**src/rtl/serial_mem_bridge.sv**
```systemverilog
// serial_mem_bridge: framed UART byte commands to a word-addressed memory port.
// Define SERIAL_BRIDGE_TIMEOUT_EN to abort partial frames after TIMEOUT idle cycles.
module serial_mem_bridge #(
    parameter int ADDR_W    = 28,
    parameter int DATA_W    = 32,
    parameter int BURST_MAX = 16,
    parameter int TIMEOUT   = 1000000
) (
    input  logic              sys_clk_i,
    input  logic              sys_rst,
    input  logic              rx_valid,
    input  logic [7:0]        rx_data,
    output logic              rx_ready,
    output logic              tx_valid,
    output logic [7:0]        tx_data,
    input  logic              tx_ready,
    output logic              mem_req_valid,
    input  logic              mem_req_ready,
    output logic              mem_req_we,
    output logic [ADDR_W-1:0] mem_req_addr,
    output logic [DATA_W-1:0] mem_req_wdata,
    input  logic              mem_rsp_valid,
    input  logic [DATA_W-1:0] mem_rsp_rdata,
    output logic              busy,
    output logic [7:0]        err_count
);
    localparam int NB = DATA_W / 8;
    localparam int AB = (ADDR_W + 7) / 8;
    localparam logic [7:0] OP_W  = 8'h57;
    localparam logic [7:0] OP_R  = 8'h52;
    localparam logic [7:0] B_ACK = 8'h4B;
    localparam logic [7:0] B_ERR = 8'h3F;

    typedef enum logic [3:0] {
        S_IDLE, S_LEN, S_ADDR, S_WDATA, S_WREQ,
        S_RREQ, S_RWAIT, S_RSEND, S_ACK, S_ERR
    } state_t;

    state_t            r_state, w_state_n;
    logic              r_rx_ready, w_rx_ready_n;
    logic              r_tx_valid, w_tx_valid_n;
    logic [7:0]        r_tx_data, w_tx_data_n;
    logic              r_req_valid, w_req_valid_n;
    logic              r_we, w_we_n;
    logic [ADDR_W-1:0] r_addr, w_addr_n;
    logic [DATA_W-1:0] r_wdata, w_wdata_n;
    logic [DATA_W-1:0] r_rdata, w_rdata_n;
    logic              r_busy, w_busy_n;
    logic [7:0]        r_err, w_err_n;
    logic [7:0]        r_bcnt, w_bcnt_n;
    logic [7:0]        r_wcnt, w_wcnt_n;

    logic              w_rx_fire, w_tx_fire, w_req_fire;
    logic              w_tmo_hit;
    logic [DATA_W-1:0] w_rsh;

    assign w_rx_fire  = r_rx_ready & rx_valid;
    assign w_tx_fire  = r_tx_valid & tx_ready;
    assign w_req_fire = r_req_valid & mem_req_ready;
    assign w_rsh      = r_rdata << 8;

`ifdef SERIAL_BRIDGE_TIMEOUT_EN
    localparam int TW = $clog2(TIMEOUT + 1);
    logic [TW-1:0] r_tmo;
    logic          w_tmo_run;

    assign w_tmo_run = (r_state == S_LEN) || (r_state == S_ADDR) ||
                       (r_state == S_WDATA);
    assign w_tmo_hit = w_tmo_run && (r_tmo == TW'(TIMEOUT - 1));

    always_ff @(posedge sys_clk_i) begin
        if (sys_rst || w_rx_fire || !w_tmo_run)
            r_tmo <= '0;
        else if (!w_tmo_hit)
            r_tmo <= r_tmo + 1'b1;
    end
`else
    assign w_tmo_hit = 1'b0;
`endif

    always_comb begin
        w_state_n     = r_state;
        w_tx_valid_n  = r_tx_valid;
        w_tx_data_n   = r_tx_data;
        w_req_valid_n = r_req_valid;
        w_we_n        = r_we;
        w_addr_n      = r_addr;
        w_wdata_n     = r_wdata;
        w_rdata_n     = r_rdata;
        w_err_n       = r_err;
        w_bcnt_n      = r_bcnt;
        w_wcnt_n      = r_wcnt;
        unique case (r_state)
            S_IDLE: if (w_rx_fire) begin
                if (rx_data == OP_W || rx_data == OP_R) begin
                    w_state_n = S_LEN;
                    w_we_n    = (rx_data == OP_W);
                end else begin
                    w_state_n = S_ERR;
                end
            end
            S_LEN: if (w_rx_fire) begin
                w_wcnt_n = rx_data;
                w_bcnt_n = 8'd0;
                if (rx_data == 8'd0 || rx_data > 8'(BURST_MAX))
                    w_state_n = S_ERR;
                else
                    w_state_n = S_ADDR;
            end
            S_ADDR: if (w_rx_fire) begin
                w_addr_n = (r_addr << 8) | ADDR_W'(rx_data);
                if (r_bcnt == 8'(AB - 1)) begin
                    w_bcnt_n = 8'd0;
                    if (r_we) begin
                        w_state_n = S_WDATA;
                    end else begin
                        w_state_n     = S_RREQ;
                        w_req_valid_n = 1'b1;
                    end
                end else begin
                    w_bcnt_n = r_bcnt + 8'd1;
                end
            end
            S_WDATA: if (w_rx_fire) begin
                w_wdata_n = (r_wdata << 8) | DATA_W'(rx_data);
                if (r_bcnt == 8'(NB - 1)) begin
                    w_bcnt_n      = 8'd0;
                    w_state_n     = S_WREQ;
                    w_req_valid_n = 1'b1;
                end else begin
                    w_bcnt_n = r_bcnt + 8'd1;
                end
            end
            S_WREQ: if (w_req_fire) begin
                w_req_valid_n = 1'b0;
                w_addr_n      = r_addr + 1'b1;
                w_wcnt_n      = r_wcnt - 8'd1;
                if (r_wcnt == 8'd1) begin
                    w_state_n    = S_ACK;
                    w_tx_valid_n = 1'b1;
                    w_tx_data_n  = B_ACK;
                end else begin
                    w_state_n = S_WDATA;
                end
            end
            S_RREQ: if (w_req_fire) begin
                w_req_valid_n = 1'b0;
                w_addr_n      = r_addr + 1'b1;
                w_state_n     = S_RWAIT;
            end
            S_RWAIT: if (mem_rsp_valid) begin
                w_rdata_n    = mem_rsp_rdata;
                w_tx_valid_n = 1'b1;
                w_tx_data_n  = mem_rsp_rdata[DATA_W-1 -: 8];
                w_bcnt_n     = 8'd0;
                w_state_n    = S_RSEND;
            end
            S_RSEND: if (w_tx_fire) begin
                if (r_bcnt == 8'(NB - 1)) begin
                    w_bcnt_n     = 8'd0;
                    w_wcnt_n     = r_wcnt - 8'd1;
                    w_tx_valid_n = 1'b0;
                    if (r_wcnt == 8'd1) begin
                        w_state_n = S_IDLE;
                    end else begin
                        w_state_n     = S_RREQ;
                        w_req_valid_n = 1'b1;
                    end
                end else begin
                    w_bcnt_n    = r_bcnt + 8'd1;
                    w_rdata_n   = w_rsh;
                    w_tx_data_n = w_rsh[DATA_W-1 -: 8];
                end
            end
            S_ACK, S_ERR: if (w_tx_fire) begin
                w_tx_valid_n = 1'b0;
                w_state_n    = S_IDLE;
            end
            default: w_state_n = S_IDLE;
        endcase
        if (w_tmo_hit && !w_rx_fire)
            w_state_n = S_ERR;
        // Error byte and counter are set on entry so both appear together
        if (w_state_n == S_ERR && r_state != S_ERR) begin
            w_tx_valid_n = 1'b1;
            w_tx_data_n  = B_ERR;
            if (r_err != 8'hFF)
                w_err_n = r_err + 8'd1;
        end
        w_rx_ready_n = (w_state_n == S_IDLE) || (w_state_n == S_LEN) ||
                       (w_state_n == S_ADDR) || (w_state_n == S_WDATA);
        w_busy_n     = (w_state_n != S_IDLE);
    end

    always_ff @(posedge sys_clk_i) begin
        if (sys_rst) begin
            r_state     <= S_IDLE;
            r_rx_ready  <= 1'b0;
            r_tx_valid  <= 1'b0;
            r_tx_data   <= 8'd0;
            r_req_valid <= 1'b0;
            r_we        <= 1'b0;
            r_addr      <= '0;
            r_wdata     <= '0;
            r_rdata     <= '0;
            r_busy      <= 1'b0;
            r_err       <= 8'd0;
            r_bcnt      <= 8'd0;
            r_wcnt      <= 8'd0;
        end else begin
            r_state     <= w_state_n;
            r_rx_ready  <= w_rx_ready_n;
            r_tx_valid  <= w_tx_valid_n;
            r_tx_data   <= w_tx_data_n;
            r_req_valid <= w_req_valid_n;
            r_we        <= w_we_n;
            r_addr      <= w_addr_n;
            r_wdata     <= w_wdata_n;
            r_rdata     <= w_rdata_n;
            r_busy      <= w_busy_n;
            r_err       <= w_err_n;
            r_bcnt      <= w_bcnt_n;
            r_wcnt      <= w_wcnt_n;
        end
    end

    assign rx_ready      = r_rx_ready;
    assign tx_valid      = r_tx_valid;
    assign tx_data       = r_tx_data;
    assign mem_req_valid = r_req_valid;
    assign mem_req_we    = r_we;
    assign mem_req_addr  = r_addr;
    assign mem_req_wdata = r_wdata;
    assign busy          = r_busy;
    assign err_count     = r_err;
endmodule

```
**config.mk**
```make
export PLATFORM = sky130hd
export DESIGN_NAME = serial_mem_bridge
export DESIGN_NICKNAME = d
export VERILOG_FILES = /design/src/rtl/serial_mem_bridge.sv
export SDC_FILE = /design/constraint.sdc
export NUM_CORES = 1
export LEC_CHECK = 0
export ABC_AREA = 0
export CORE_MARGIN = 2
export CORE_UTILIZATION = 25
export CTS_BUF_LIST = sky130_fd_sc_hd__clkbuf_4
export CTS_CLUSTER_DIAMETER = 150
export CTS_CLUSTER_SIZE = 12
export DETAILED_ROUTE_END_ITERATION = 8
export HOLD_SLACK_MARGIN = 0.15
export PLACE_DENSITY_LB_ADDON = 0.05
export SLEW_MARGIN = 10
export SYNTH_ARGS = -nofsm -noshare
export SYNTH_HDL_FRONTEND = slang
export SYNTH_SLANG_ARGS = --single-unit
```
**constraint.sdc**
```tcl
create_clock -name sys_clk_i -period 2.1 [get_ports sys_clk_i]
set_input_delay 0.21 -clock sys_clk_i [delete_from_list [all_inputs] [get_ports sys_clk_i]]
set_output_delay 0.21 -clock sys_clk_i [all_outputs]
set_load 0.02 [all_outputs]
```
==> impl_metrics.py, run 1 <==
metrics = {
    "run_status": {
        "outcome": "finished clean",
    },
    "clock_tree": {
        "clkSlewWorstSetupHoldPaths_ns": 0.14,
        "cts_buffers": 17,
        "cts_buffer_depth": 2,
        "cts_tree": "built",
        "clock-sinks": 125,
        "cts_root_buf": "clkbuf_4",
        "clock_latency_ns": 0.54,
        "htreeDepth": 4,
    },
    "pwr": {
        "switching_share": 0.341,
        "vdd_ir_drop_max_mv": 0.545,
        "power_mw": 5.83,
        "powerDensity_nw_per_um2": 644,
        "p_comb_frac": 0.268,
        "p_leak_nw": 3.17,
        "p_int_mw": 3.85,
        "power.share.clock": 0.282,
        "seq_power_share": 0.450,
        "power_switching_mw": 1.99,
    },
    "floorplanning": {
        "start_util": 0.253,
        "coreArea_sq_um": 25000,
        "ioPinCount": 127,
        "die_width_microns": 163,
        "fp.dieArea_sq_um": 26700,
        "rows": 58,
        "die_h_microns": 163,
    },
    "sta": {
        "fmax_ghz": 0.489,
        "setup-violations-final": 0,
        "final.min_clock_period_ns": 2.05,
        "slew_viol_final": 0,
        "rsz0062_at_grt": "true",
        "layout_setup_ws_ns": 0.0544,
        "max_slew.worst_pin.slew_ns": 0.506,
        "relSlewSlack": 0.662,
        "skew_ns": 0.0211,
        "fin_crit_sh": 0.974,
        "hold_viol": 0,
    },
    "setup_path": {
        "worstPathRequired_ns": 2.57,
        "crit_type": "in -> reg",
        "critPathMaxStageDelay_ns": 0.49,
        "worst-path-max-fanout": 8,
        "timing.critical_path.cells": "clkdlybuf4s50_1 > nor4_2 > xor2_1 > o311ai_1 > a21o_2 > buf_4 > or4_1 > a21oi_1",
        "startpoint_type": "input port",
        "cp_data_arrival_time_ns": 2.51,
        "cpMaxStageDelayCell": "or4_1",
        "end_kind": "flop",
    },
    "logic_synthesis": {
        "avgSynthCellArea_sq_um": 7.65,
        "yosysWarnings": 0,
        "yosysTopAreaCell": "dfxtp_1",
        "synth.top_cell.area_share": 0.394,
        "synthFlopType": "dfxtp_1",
        "synth_nets": 880,
        "synth_cell_type_count": 71,
        "synth_area_sq_um": 6340,
        "synth_enable_flop_cells": 0,
        "ys_ff_latch": 125,
        "ys_seq_area_frac": 0.394,
        "synthArstFlopShare": 0,
        "yosys-top-cells-area": "dfxtp_1 (39%), nand2_1 (9.5%), a21oi_1 (7.7%)",
        "synth.most_common_cell": "nand2_1",
        "synth_cells": 829,
        "yosys-top-cells-count": "nand2_1 (161), dfxtp_1 (125), a21oi_1 (98), nor2_1 (73), clkbuf_1 (44)",
    },
    "global_routing": {
        "met1_usage": 0.230,
        "antenna_found_initial": 1,
        "busiest_layer": "met2",
        "grtUsageMet3": 0.0376,
        "grt_max_degree": 44,
        "grt_pass1_wl_microns": 35500,
        "grt_pass1_vias": 6423,
        "grt_util_met2": 0.274,
        "grtUsageTotal": 0.169,
        "overflow": 0,
    },
    "cells_and_area": {
        "drive_above_1_share": 0.172,
        "area_growth_pct": 42.8,
        "final_area_sq_um": 9060,
        "nets": 1075,
    },
    "flow_run": {
        "max-cap-violations": 0,
    },
    "detailed_routing": {
        "via_per_inst": 4.84,
        "drt_iter0_drc": 313,
        "drt-pass1-iter-count": 4,
        "drc": 0,
        "ant_nets": 0,
        "vias": 6632,
        "routedWlPerCell_microns": 16.2,
        "wl_microns": 22200,
    },
    "placed_design": {
        "dp_slack_ns": -0.466,
        "gp_congestion": 0.791,
        "dpl_cell_area_sq_um": 8650,
        "place.detailed.hpwl_microns": 16100,
        "place.port_buffers": 126,
    },
    "min_path": {
        "min_path_type": "in -> reg",
    },
}
## sequential cells by signal, summed over array words and instances, names as in the netlist
name / flops
r_rdata: 24
r_state: 4
busy: 1
r_wcnt: 8
mem_req_wdata: 32
tx_valid: 1
r_bcnt: 8
mem_req_addr: 28
rx_ready: 1
err_count: 8
tx_data: 8
mem_req_we: 1
mem_req_valid: 1
## per-layer routing
metal,vias up,wire length (microns)
met4,0,151
met5,-,0
li1,3388,-
met1,3101,10700
met3,8,893
met2,135,10400
## power groups by stage
stage / Clock, mW / Combinational (mW) / Sequential (mW)
2_1_floorplan: 0 / 0.685 / 2.76
3_3_place_gp: 0 / 1.52 / 2.68
3_5_place_dp: 0 / 1.52 / 2.67
4_1_cts: 1.74 / 1.54 / 2.62
5_1_grt: 1.86 / 1.70 / 2.65
6_report: 1.64 / 1.56 / 2.63
## layout by cell type (no fill, tap or decap), types with 18 or more instances in the layout
master and instances:
nor2_1 70, nand3_1 31, a21oi_1 96, nand4_1 18, clkdlybuf4s50_1 125, o21ai_0 20, nand2_1 160, nor3_1 18
dfxtp_1 119, buf_4 102
## through the flow
stage	std cells	util	hold WS, ns	setup TNS [ns]
floorplan	829	-	0.346	0
global placement	1329	0.346	0.443	-6.57
detailed placement	1329	0.346	0.449	-6.81
CTS	1362	0.357	0.162	0
global route	1369	0.362	0.152	-0.0945
finish	1369	0.362	0.220	0
## area by class of cell
type	instances	area [sq um]
inverters	10	37.5
diodes	2	5.00
flip-flops and latches	125	2510
clock buffers	17	128
well taps	330	413
multi-input cells	633	3620
repair buffers	237	2200
clock inverters	15	138
fillers	2704	16000
## final timing paths
| kind | startpoint | endpoint | slack [ns] | cells past startpoint |
|---|---|---|---|---|
| hold / removal | mem_rsp_rdata[4] | r_rdata[4]$_SDFFE_PP0P_ | 0.22 | 3 |
| setup / recovery | rx_data[1] | err_count[3]$_SDFFE_PP0P_ | 0.05 | 8 |
| setup reg to reg | r_wcnt[3]$_SDFFE_PP0P_ | tx_data[5]$_SDFFE_PP0P_ | 0.08 | 7 |
| hold reg to reg | mem_req_wdata[25]$_SDFFE_PP0P_ | mem_req_wdata[25]$_SDFFE_PP0P_ | 0.46 | 2 |
## timing repair
item | in CTS | in global routing
cloned | 0 | 0
resized for setup | 4 | 20
pin swaps | 1 | 6
endpoints found under the hold margin | 17 | 0
hold buffers | 1 | 0
setup buffers | 0 | 5
setup endpoints to repair | 26 | 52
## logic make-up (layout without fill, tap and decap cells)
family | Yosys count | after routing | synth area share
XOR/XNOR | 8 | 8 | 0.0110
AO/OA/AOI/OAI | 243 | 243 | 0.246
adder cells (fa/ha/maj) | 5 | 5 | 0.00986
AND/OR/NAND/NOR | 366 | 366 | 0.274
buffers and inverters | 71 | 279 | 0.0467
other | 0 | 2 | 0
flip-flops | 125 | 125 | 0.394
multiplexers | 11 | 11 | 0.0176
## critical path: cells and delay by family
kind                      cells  cell delay [ns]
buffers and inverters         2             0.60
xor gates and xnor gates      1             0.28
AOI/OAI and AO/OA             3             0.54
and+or+nand+nor               2             0.88
No activity file was read; power rests on OpenSTA's default activity.
==> run 2: changes to the inputs <==
Settings changed: REMOVE_ABC_BUFFERS set to 1.
==> run 2 against run 1 <==
- the flow now finishes with violations (setup timing)
- critical path depth down 1
- worst setup slack worse by 0.061 ns
- final area up 1.5%
- hold slack worse by 0.018 ns
- non-clock buffer count up 6
- largest cell class unchanged
- critical path type is now reg -> reg
- maximum frequency down 2.9%
- total power up 7.7%
- first-iteration DRC count up 11%
==> impl_metrics.py, run 2 (synthesis results as in run 1) <==
metrics = {
    "pwr": {
        "vdd_ir_drop_max_mv": 0.438,
        "p_int_mw": 4.30,
        "power.share.clock": 0.333,
        "power_mw": 6.28,
        "power_switching_mw": 1.98,
        "p_comb_frac": 0.248,
        "switching_share": 0.316,
        "p_leak_nw": 3.25,
        "seq_power_share": 0.419,
        "powerDensity_nw_per_um2": 683,
    },
    "sta": {
        "relSlewSlack": 0.601,
        "hold_viol": 0,
        "slew_viol_final": 0,
        "rsz0062_at_grt": "true",
        "final.min_clock_period_ns": 2.11,
        "fin_crit_sh": 1.00,
        "fmax_ghz": 0.475,
        "layout_setup_ws_ns": -0.00633,
        "skew_ns": 0.0273,
        "max_slew.worst_pin.slew_ns": 0.598,
        "hold_ws_ns": 0.202,
        "setup-violations-final": 1,
    },
    "clock_tree": {
        "cts_root_buf": "clkbuf_4",
        "cts_buffer_depth": 2,
        "cts_tree": "built",
        "cts_buffers": 17,
        "clock-sinks": 125,
        "clkSlewWorstSetupHoldPaths_ns": 0.13,
        "clock_latency_ns": 0.55,
        "htreeDepth": 4,
    },
    "global_routing": {
        "grt_pass1_vias": 6444,
        "overflow": 0,
        "grt_max_degree": 54,
        "antenna_found_initial": 1,
        "grtUsageTotal": 0.165,
        "grt_pass1_wl_microns": 34900,
    },
    "flow_run": {
        "max-cap-violations": 0,
    },
    "cells_and_area": {
        "drive_above_1_share": 0.174,
        "nets": 1081,
        "final-instance-count-excl-fill": 1374,
        "area_growth_pct": 45.0,
        "largest_reg_flops": 32,
        "final_common_cell": "nand2_1",
        "utilization": 0.367,
        "fill_cells": 2685,
        "final_cell_mix": "nand2_1 (160), clkdlybuf4s50_1 (125), dfxtp_1 (122)",
    },
    "floorplanning": {
        "die_width_microns": 163,
        "rows": 58,
        "coreArea_sq_um": 25000,
        "die_h_microns": 163,
        "start_util": 0.253,
        "fp.dieArea_sq_um": 26700,
        "ioPinCount": 127,
    },
    "setup_path": {
        "startpoint_type": "flop",
        "cp_data_arrival_time_ns": 2.59,
        "worst-path-max-fanout": 12,
        "worstPathRequired_ns": 2.58,
        "cpMaxStageDelayCell": "or3_1",
        "timing.critical_path.cells": "buf_4 > and3b_1 > and2_1 > a211oi_2 > o21ai_4 > or3_1 > a31oi_1",
        "critPathMaxStageDelay_ns": 0.39,
        "crit_type": "reg -> reg",
        "end_kind": "flop",
    },
    "detailed_routing": {
        "wl_microns": 21800,
        "ant_nets": 0,
        "drt-pass1-iter-count": 4,
        "routedWlPerCell_microns": 15.9,
        "vias": 6663,
        "drc": 0,
        "via_per_inst": 4.85,
        "drt_iter0_drc": 347,
    },
    "placed_design": {
        "place.detailed.hpwl_microns": 15400,
        "gp_congestion": 0.822,
        "place.port_buffers": 126,
        "place_inst": 1338,
    },
    "run_status": {
        "outcome": "finished with violations",
        "violations": "setup timing",
    },
    "min_path": {
        "min_path_type": "in -> reg",
    },
}
[run 2: worst max-delay path: cells and delay by family (launching register included)]
family          cells  cell delay [ns]
compound gates      3             0.61
buf+inv             1             0.19
flops               1             0.36
simple gates        3             0.88
[run 2: layout make-up]
| cell class | count | area, sq um | share of cell area |
|---|---|---|---|
| Multi-Input combinational cell | 633 | 3640 | 0.396 |
| Timing Repair Buffer | 243 | 2250 | 0.245 |
| Tap cell | 330 | 413 | 0.0449 |
| Inverter | 10 | 37.5 | 0.00408 |
| Sequential cell | 125 | 2510 | 0.273 |
| Antenna cell | 2 | 5.00 | 0.000544 |
| Clock buffer | 17 | 128 | 0.0139 |
| Clock inverter | 14 | 216 | 0.0235 |
[run 2: per-layer routing]
metal,vias to the layer above,wire length [microns],global-route usage
met5,-,0,0
met4,0,247,0.0422
met3,15,969,0.0348
met2,148,9960,0.263
met1,3098,10600,0.226
li1,3402,-,-
[run 2: power by group through the flow]
stage / Clock (mW) / Combinational, mW / Sequential [mW]
2_1_floorplan: 0 / 0.536 / 2.81
3_3_place_gp: 0 / 1.55 / 2.68
3_5_place_dp: 0 / 1.54 / 2.68
4_1_cts: 2.18 / 1.56 / 2.63
5_1_grt: 2.28 / 1.70 / 2.65
6_report: 2.09 / 1.56 / 2.63
[run 2: through the flow]
stage	cell area [sq um]	TNS (ns)	setup slack, ns
after global routing	9200	-0.397	-0.0811
final	9200	-0.00633	-0.00633
after CTS	9090	0	0.0188
after floorplan	6080	-14.82	-0.460
after global placement	8700	-5.39	-0.428
after detailed placement	8700	-5.31	-0.453
[run 2: what timing repair did]
action	4_1_cts	5_1_grt
pin swaps	1	12
cloned	0	1
endpoints found under the hold margin	12	0
setup endpoints to repair	12	57
gates resized for setup	7	17
hold buffers	1	0
buffers inserted	0	1
[run 2: final timing paths]
check / slack, ns / cells after the start / startpoint / end
min: 0.20 / 3 / mem_rsp_rdata[1] / r_rdata[1]$_SDFFE_PP0P_
max reg2reg: -0.006 / 7 / r_state[3]$_SDFF_PP0_ / tx_data[2]$_SDFFE_PP0P_
min reg2reg: 0.46 / 2 / mem_req_wdata[27]$_SDFFE_PP0P_ / mem_req_wdata[27]$_SDFFE_PP0P_
max: -0.006 / 7 / r_state[3]$_SDFF_PP0_ / tx_data[2]$_SDFFE_PP0P_
==> run 3: changes to the inputs <==
Settings changed: CTS_BUF_LIST sky130_fd_sc_hd__clkbuf_4 to unset.
==> run 3 against run 2 <==
- the run now ends clean
- combinational power is 5% higher
- hold slack better by 0.036 ns
- sequential cell count stayed put
==> impl_metrics.py, run 3 (synthesis results as in run 1) <==
metrics = {
    "run_status": {
        "outcome": "finished clean",
    },
    "min_path": {
        "min_path_type": "in -> reg",
    },
    "pwr": {
        "powerDensity_nw_per_um2": 796,
        "vdd_ir_drop_max_mv": 0.528,
        "p_leak_nw": 3.42,
        "power_mw": 7.60,
    },
    "placed_design": {
        "dp_slack_ns": -0.453,
        "place.detailed.hpwl_microns": 15400,
        "gp_congestion": 0.822,
        "place.port_buffers": 126,
        "dpl_cell_area_sq_um": 8700,
    },
    "cells_and_area": {
        "antenna_cells": 0,
        "fill_cells": 2651,
        "final_cell_mix": "nand2_1 (160), clkdlybuf4s50_1 (123), dfxtp_1 (122)",
        "drive_above_1_share": 0.180,
        "area_growth_pct": 50.4,
        "largest_reg_flops": 32,
        "final_area_sq_um": 9540,
        "utilization": 0.381,
        "final_common_cell": "nand2_1",
        "nets": 1083,
    },
    "sta": {
        "final.min_clock_period_ns": 2.05,
        "layout_setup_ws_ns": 0.0531,
        "setup-violations-final": 0,
        "relSlewSlack": 0.609,
        "hold_viol": 0,
        "slew_viol_final": 0,
        "skew_ns": 0.0139,
        "hold_ws_ns": 0.238,
        "fin_crit_sh": 0.975,
        "rsz0062_at_grt": "true",
        "fmax_ghz": 0.489,
        "max_slew.worst_pin.slew_ns": 0.586,
    },
    "setup_path": {
        "crit_type": "reg -> reg",
        "end_kind": "flop",
        "cp.buffers_inverters": 1,
        "worst-path-max-fanout": 12,
        "critPathMaxStageDelay_ns": 0.36,
        "cp_data_arrival_time_ns": 2.39,
        "timing.critical_path.cells": "buf_6 > and3b_1 > and2_2 > a211oi_4 > o21ai_4 > or3_1 > a31oi_1",
        "worstPathRequired_ns": 2.44,
        "startpoint_type": "flop",
        "cpMaxStageDelayCell": "or3_1",
        "cp_top_family": "simple AND/OR/NAND/NOR gates",
    },
    "floorplanning": {
        "rows": 58,
        "ioPinCount": 127,
        "fp.dieArea_sq_um": 26700,
        "die_width_microns": 163,
        "start_util": 0.253,
        "coreArea_sq_um": 25000,
        "die_h_microns": 163,
    },
    "clock_tree": {
        "clkSlewWorstSetupHoldPaths_ns": 0.06,
        "cts_tree": "built",
        "clock_latency_ns": 0.42,
        "cts_root_buf": "clkbuf_16",
        "clock-sinks": 125,
        "cts_buffers": 17,
        "cts_buffer_depth": 2,
        "htreeDepth": 4,
    },
    "global_routing": {
        "grtUsageTotal": 0.166,
        "grt_pass1_vias": 6496,
        "grt_pass1_wl_microns": 35100,
        "grt_max_degree": 54,
        "antenna_found_initial": 0,
        "overflow": 0,
    },
    "detailed_routing": {
        "ant_nets": 0,
        "wl_microns": 21900,
        "drt_iter0_drc": 313,
        "via_per_inst": 4.85,
        "routedWlPerCell_microns": 15.9,
        "drc": 0,
        "drt-pass1-iter-count": 5,
        "vias": 6663,
    },
    "flow_run": {
        "max-cap-violations": 0,
    },
}
[run 3: cell types whose count changed in the layout (fill, tap and decap cells not counted), sizes merged]
cell	previous run	this run
clkinv	7	6
clkdlybuf4s50	125	123
diode	2	0
dlymetal6s2s	0	2
buf	116	118
clkbuf	18	19
[run 3: what timing repair did]
action,4_1_cts,5_1_grt
hold buffers,1,0
pin swaps,1,10
gates cloned,0,1
endpoints found under the setup margin,12,67
resized for setup,6,26
setup buffers,0,3
hold endpoints to repair,7,0
[run 3: area by class of cell]
type,instances,area (sq um),share of cell area
Inverter,10,37.5,0.00393
Sequential cell,125,2510,0.263
Timing Repair Buffer,245,2280,0.239
Tap cell,330,413,0.0433
Clock inverter,13,213,0.0223
Clock buffer,18,439,0.0460
Multi-Input combinational cell,633,3650,0.383
[run 3: metal layers]
layer | global-route usage | vias to the layer above | routed length, microns
li1 | - | 3404 | -
met1 | 0.227 | 3094 | 10600
met2 | 0.262 | 142 | 9930
met3 | 0.0386 | 23 | 987
met4 | 0.0442 | 0 | 307
met5 | 0 | - | 0
[run 3: per-stage QoR]
stage          instances  setup TNS (ns)
6_report            1374               0
5_1_grt             1374          -0.310
4_1_cts             1370               0
3_5_place_dp        1338           -5.31
3_3_place_gp        1338           -5.39
2_1_floorplan        768          -14.82
[run 3: worst paths after layout]
check,depth (start not counted),slack [ns],from,endpoint
min,4,0.24,rx_data[2],mem_req_wdata[2]$_SDFFE_PP0P_
max reg2reg,7,0.05,r_state[3]$_SDFF_PP0_,tx_data[4]$_SDFFE_PP0P_
max,7,0.05,r_state[3]$_SDFF_PP0_,tx_data[4]$_SDFFE_PP0P_
min reg2reg,2,0.45,mem_req_wdata[27]$_SDFFE_PP0P_,mem_req_wdata[27]$_SDFFE_PP0P_
[run 3: worst register-to-register path, cell delays in order (launching register included)]
cell and delay (ns):
dfxtp_1 0.34, buf_6 0.16, and3b_1 0.23, and2_2 0.26, a211oi_4 0.31, o21ai_4 0.13, or3_1 0.36, a31oi_1 0.17
[run 3: where the power goes]
part           switching, mW  total, mW  internal (mW)
clock network           1.18       3.33           2.14
registers              0.126       2.63           2.51
logic                  0.856       1.64          0.779
